**src/rtl/spi_mux_multi.sv**
```systemverilog
// rtl/spi_mux_multi.sv - clk-domain SPI slave driving CHANNELS output registers with mask, status and readback
// First word of a frame is a command: bit WIDTH-1 set loads the enable mask, clear selects a start channel.
module spi_mux_multi #(
  parameter int WIDTH       = 8,
  parameter int CHANNELS    = 4,
  parameter int SYNC_STAGES = 2
) (
  input  logic                      clk,
  input  logic                      reset,
  input  logic                      spi_nCS,
  input  logic                      spi_sck,
  input  logic                      spi_mosi,
  output logic                      spi_miso,
  output logic [CHANNELS*WIDTH-1:0] out,
  output logic [CHANNELS-1:0]       out_en,
  output logic                      buffer_oe,
  output logic [2:0]                status
);
  localparam int CW  = $clog2(WIDTH);
  localparam int CHW = $clog2(CHANNELS);
  localparam logic [WIDTH-1:0] CMD_TX = {3'b001, {(WIDTH-3){1'b0}}};

  typedef enum logic [1:0] {IDLE, CMD, DATA, DROP} state_t;

  logic [SYNC_STAGES-1:0]     ncs_sync_q, sck_sync_q, mosi_sync_q;
  logic                       ncs_prev_q, sck_prev_q;
  state_t                     state_q;
  logic [CW-1:0]              bit_cnt_q;
  logic [WIDTH-2:0]           shift_q;
  logic [WIDTH-1:0]           tx_q;
  logic [CHW-1:0]             ch_q;
  logic [CHANNELS*WIDTH-1:0]  out_q;
  logic [CHANNELS-1:0]        out_en_q;
  logic                       buffer_oe_q, bad_chan_q, frame_err_q, busy_q, miso_q;

  logic             ncs_s, sck_s, mosi_s;
  logic             ncs_fall, ncs_rise, sck_rise, sck_fall, word_done, bad_cmd;
  logic [WIDTH-1:0] word_d;
  logic [CHW-1:0]   cmd_ch, ch_next;

  // Reset the nCS chain low so a held-low nCS after reset never looks like a falling edge.
  always_ff @(posedge clk or posedge reset) begin
    if (reset) begin
      ncs_sync_q  <= '0;
      sck_sync_q  <= '0;
      mosi_sync_q <= '0;
      ncs_prev_q  <= 1'b0;
      sck_prev_q  <= 1'b0;
    end else begin
      ncs_sync_q  <= {ncs_sync_q[SYNC_STAGES-2:0], spi_nCS};
      sck_sync_q  <= {sck_sync_q[SYNC_STAGES-2:0], spi_sck};
      mosi_sync_q <= {mosi_sync_q[SYNC_STAGES-2:0], spi_mosi};
      ncs_prev_q  <= ncs_s;
      sck_prev_q  <= sck_s;
    end
  end

  assign ncs_s     = ncs_sync_q[SYNC_STAGES-1];
  assign sck_s     = sck_sync_q[SYNC_STAGES-1];
  assign mosi_s    = mosi_sync_q[SYNC_STAGES-1];
  assign ncs_fall  = ncs_prev_q & ~ncs_s;
  assign ncs_rise  = ~ncs_prev_q & ncs_s;
  assign sck_rise  = ~sck_prev_q & sck_s & (state_q != IDLE);
  assign sck_fall  = sck_prev_q & ~sck_s & (state_q != IDLE);
  assign word_done = sck_rise & (bit_cnt_q == CW'(WIDTH-1));
  assign word_d    = {shift_q, mosi_s};
  assign cmd_ch    = word_d[CHW-1:0];
  assign bad_cmd   = word_d[WIDTH-2:0] >= (WIDTH-1)'(CHANNELS);
  assign ch_next   = (ch_q == CHW'(CHANNELS-1)) ? '0 : ch_q + 1'b1;

  always_ff @(posedge clk or posedge reset) begin
    if (reset) begin
      state_q     <= IDLE;
      bit_cnt_q   <= '0;
      shift_q     <= '0;
      tx_q        <= '0;
      ch_q        <= '0;
      out_q       <= '0;
      out_en_q    <= '0;
      buffer_oe_q <= 1'b0;
      bad_chan_q  <= 1'b0;
      frame_err_q <= 1'b0;
      busy_q      <= 1'b0;
      miso_q      <= 1'b0;
    end else begin
      buffer_oe_q <= |out_en_q;
      if (state_q == IDLE) begin
        if (ncs_fall) begin
          state_q     <= CMD;
          bit_cnt_q   <= '0;
          bad_chan_q  <= 1'b0;
          frame_err_q <= 1'b0;
          busy_q      <= 1'b1;
          miso_q      <= CMD_TX[WIDTH-1];
          tx_q        <= {CMD_TX[WIDTH-2:0], 1'b0};
        end
      end else begin
        if (sck_rise) begin
          shift_q   <= word_d[WIDTH-2:0];
          bit_cnt_q <= word_done ? '0 : bit_cnt_q + 1'b1;
        end
        if (sck_fall) begin
          miso_q <= tx_q[WIDTH-1];
          tx_q   <= {tx_q[WIDTH-2:0], 1'b0};
        end
        // tx_q is reloaded with the next word's readback so the following SCK fall shows its MSB.
        if (word_done) begin
          case (state_q)
            CMD: begin
              if (word_d[WIDTH-1]) begin
                out_en_q <= word_d[CHANNELS-1:0];
                state_q  <= DROP;
                tx_q     <= '0;
              end else begin
                ch_q <= cmd_ch;
                if (bad_cmd) begin
                  bad_chan_q <= 1'b1;
                  state_q    <= DROP;
                  tx_q       <= '0;
                end else begin
                  state_q <= DATA;
                  tx_q    <= out_q[cmd_ch*WIDTH +: WIDTH];
                end
              end
            end
            DATA: begin
              out_q[ch_q*WIDTH +: WIDTH] <= word_d;
              ch_q <= ch_next;
              tx_q <= out_q[ch_next*WIDTH +: WIDTH];
            end
            default: tx_q <= '0;
          endcase
        end
        if (ncs_rise) begin
          state_q   <= IDLE;
          busy_q    <= 1'b0;
          miso_q    <= 1'b0;
          tx_q      <= '0;
          bit_cnt_q <= '0;
          if ((bit_cnt_q != '0) && !word_done) frame_err_q <= 1'b1;
        end
      end
    end
  end

  assign spi_miso  = miso_q;
  assign out       = out_q;
  assign out_en    = out_en_q;
  assign buffer_oe = buffer_oe_q;
  assign status    = {bad_chan_q, frame_err_q, busy_q};
endmodule

```
**config.mk**
```make
export PLATFORM = sky130hd
export DESIGN_NAME = spi_mux_multi
export DESIGN_NICKNAME = d
export VERILOG_FILES = /design/src/rtl/spi_mux_multi.sv
export SDC_FILE = /design/constraint.sdc
export NUM_CORES = 1
export LEC_CHECK = 0
export CORE_MARGIN = 4
export CORE_UTILIZATION = 53
export DETAILED_ROUTE_END_ITERATION = 6
export PLACE_DENSITY = 0.77
export REMOVE_ABC_BUFFERS = 1
export SLEW_MARGIN = 25
export SYNTH_ARGS = -nofsm -noshare
export SYNTH_HDL_FRONTEND = slang
export SYNTH_SLANG_ARGS = --single-unit
```
**constraint.sdc**
```tcl
create_clock -name clk -period 2.22 [get_ports clk]
set_input_delay 0.222 -clock clk [delete_from_list [all_inputs] [get_ports clk]]
set_output_delay 0.222 -clock clk [all_outputs]
set_load 0.05 [all_outputs]
```
==> run metrics <==
part of the power in the clock network=29.9%; H-tree depth=3; Rel. slew slack=56.22%; gr usage total=24.15%; share of cells above drive strength 1=17.86%; Synth Cell Area=0.003710 mm2; gate count after technology mapping=362; Final min period=2.020 ns; dpl hpwl=6642 um; Cell Pwr Density=744.2 mW/mm2; clk_skew=0.009831 ns; worst hold slack=0.2659 ns; Ys Warns=0; post-route ant nets=0; CP cell instances=inv_1, ha_1, buf_4, and2_1, a221oi_1, o221ai_1; cts bufs inserted=9; cell taking the most area after synthesis=dfrtp_1; WL/cell=18.70 um; nets=432; r2r worst-path depth=6; highest net fanout along the worst path=12; Die Span X=91.67 um; RSZ-0062 raised after global routing=no; terminus of the critical flop-to-flop path=tx_q[4]$_DFFE_PP0P_; clk slew on worst S/H paths=0.09 ns; Final Setup Violations=0; status=complete, no violations; CTS sink count=71; Area growth, synth to finish=21.45%; total die area=0.008402 mm2; Switching Share=35.13%; via/cell ratio=5.864; crit-path max cell delay=0.43 ns; CP top delay family=compound AO/OA/AOI/OAI gates; CTS resizes=0; asr flop ratio synth=100.0%; Worst IR Drop VDD=0.0006525 V; Hold-fix buffers, CTS=0; Rows=30; element type at the critical path start=flop; internal power=2.175 mW; Hold WC Path Type=in2async; met2 wire len=4587 um; clk root buf=clkbuf_8; antenna cell count=0; DRC=0; gr ovfl total=0; met1 wire length=4046 um; Fin. Hold Viols=0; WP buf/inv=2; dominant synthesized flop cell=dfrtp_1; EDFF count, synth=0; LEAKAGE=1.875 nW; Netlist cell types=54; Comb power frac=20.4%; flops & latches, synth=71; DR top layer=met4; Switch Pwr=1.178 mW; Avg Cell Area, Syn=10.25 um2; Tot Pwr=3.353 mW; RR Startpoint=ch_q[1]$_DFFE_PP0P_; first-pass GRT wire length=15680 um; Max clock buf depth=2; Setup CP Type=reg2reg; f_max=495.0 MHz; Die Ht=91.67 um; Crit. End Element=flop; synth top area cells=dfrtp_1 (48%), nand2_1 (7.9%), mux4_2 (6.1%); R2R setup slack=0.20 ns; setup bufs post-CTS=0; initial drt markers=235; Placer Congestion=0.8927; register area share after synthesis=47.89%; Slowest cell on crit path=dfrtp_1; core area=0.006794 mm2; Slew @ Worst Pin=0.6568 ns; DRT Pass-1 Iters=4; via count=3026; I/O Pins=46; vias in the first global route=3031; Fillers=542; CTS tree=done; Max-Cap Viols=0; PortBufs=45; part of the power in registers=49.7%; Arrival @ worst endpoint=2.24 ns; initial antenna violation count=0; period utilisation layout=91.00%; final max-slew violation count=0; clock latency on the worst-skew pair=0.36 ns; met3 wire len=770 um; share of the synthesized area in the top cell type=47.89%; WP data required=2.44 ns; pin count of the biggest net entering global routing=72; final wirelength=9650 um; Starting Density=54.60%
## cells by family (layout without fill, tap and decap cells)
kind of cell	count (synthesis)	in the layout	share of synthesized area, %
and+or+nand+nor	124	124	16.83
AOI/OAI and AO/OA	88	88	14.87
DFF	71	71	47.89
buffers and inverters	41	99	5.497
muxes	26	26	10.86
adders and majority gates	12	12	4.047
## cells in the mapped netlist, drive strengths merged (4+ instances only)
master	n
nor3	4
nor2b	5
o22ai	4
nor3b	4
dfrtp	71
a21oi	7
a32oi	4
nand2	78
inv	18
nand3	7
ha	12
mux2	14
nand2b	4
buf	19
clkbuf	4
o21ai	45
mux4	10
## state kept, by name (all words and copies together), names as in the netlist
name and count:
ch_q 2, out 32, ncs_prev_q 1, shift_q 7, sck_prev_q 1, state_q 2
out_en 4, mosi_sync_q 2, tx_q 8, bad_chan_q 1, ncs_sync_q 2, busy_q 1
bit_cnt_q 3, buffer_oe 1, spi_miso 1, sck_sync_q 2, frame_err_q 1
## tightest hold or removal path: stages
cell and delay, ns:
clkdlybuf4s50_1 0.41, inv_2 0.07, buf_12 0.33
## stage by stage
stage	cell area, um2	worst slack [ns]	util, %	cells	setup TNS (ns)
2_1_floorplan	3573	-0.1005	-	339	-0.1005
3_3_place_gp	4307	0.08384	63.39	500	0
3_5_place_dp	4307	0.05007	63.39	500	0
4_1_cts	4497	0.03082	66.19	516	0
5_1_grt	4506	0.05318	66.32	516	0
6_report	4506	0.1997	66.32	516	0
## cells in the final DEF (no fill, tap or decap), types with 4 or more instances in the layout
cell             count
inv_1               17
ha_1                12
o22ai_1              4
clkbuf_8            10
nand2_1             78
nor2b_1              5
mux2_2              14
clkdlybuf4s50_1     45
nand2b_1             4
nor3b_2              4
o21ai_0             44
dfrtp_1             70
a32oi_1              4
a21oi_1              7
nand3_1              6
mux4_2              10
buf_4               19
## per-layer routing
metal / GRT usage [%] / up-vias
li1: - / 1401
met1: 31.61 / 1463
met2: 38.41 / 138
met3: 6.727 / 24
met4: 8.920 / 0
met5: 0 / -
## power groups by stage
| stage | sequential (mW) | combinational (mW) | clock, mW |
|---|---|---|---|
| 2_1_floorplan | 1.67 | 0.423 | 0 |
| 3_5_place_dp | 1.69 | 0.677 | 0 |
| 5_1_grt | 1.69 | 0.751 | 1.07 |
| 4_1_cts | 1.66 | 0.683 | 1.02 |
| 6_report | 1.67 | 0.685 | 1.00 |
| 3_3_place_gp | 1.69 | 0.654 | 0 |
## area by class of cell
cell class,count,area (um2),share of cell area [%]
sequential,71,1778,39.46
clock buffer,10,137.6,3.055
inverter,18,67.56,1.500
timing repair buffer,65,613.1,13.61
multi-input combinational,250,1737,38.54
clock inverter,6,52.55,1.166
tap,96,120.1,2.666
## how the worst max path moves through the flow
| stage | start | endpoint | slack [ns] | cells past startpoint |
|---|---|---|---|---|
| after floorplan | ch_q[0]$_DFFE_PP0P_ | tx_q[6]$_DFFE_PP0P_ | -0.10 | 6 |
| after global placement | bit_cnt_q[0]$_DFFE_PP0P_ | out[30]$_DFFE_PP0P_ | 0.08 | 6 |
| after detailed placement | bit_cnt_q[0]$_DFFE_PP0P_ | out[31]$_DFFE_PP0P_ | 0.05 | 6 |
| after CTS | bit_cnt_q[0]$_DFFE_PP0P_ | out[31]$_DFFE_PP0P_ | 0.03 | 5 |
| after global routing | ch_q[1]$_DFFE_PP0P_ | tx_q[4]$_DFFE_PP0P_ | 0.05 | 6 |
| final | ch_q[1]$_DFFE_PP0P_ | tx_q[4]$_DFFE_PP0P_ | 0.20 | 6 |
No activity file was read; power rests on OpenSTA's default activity.
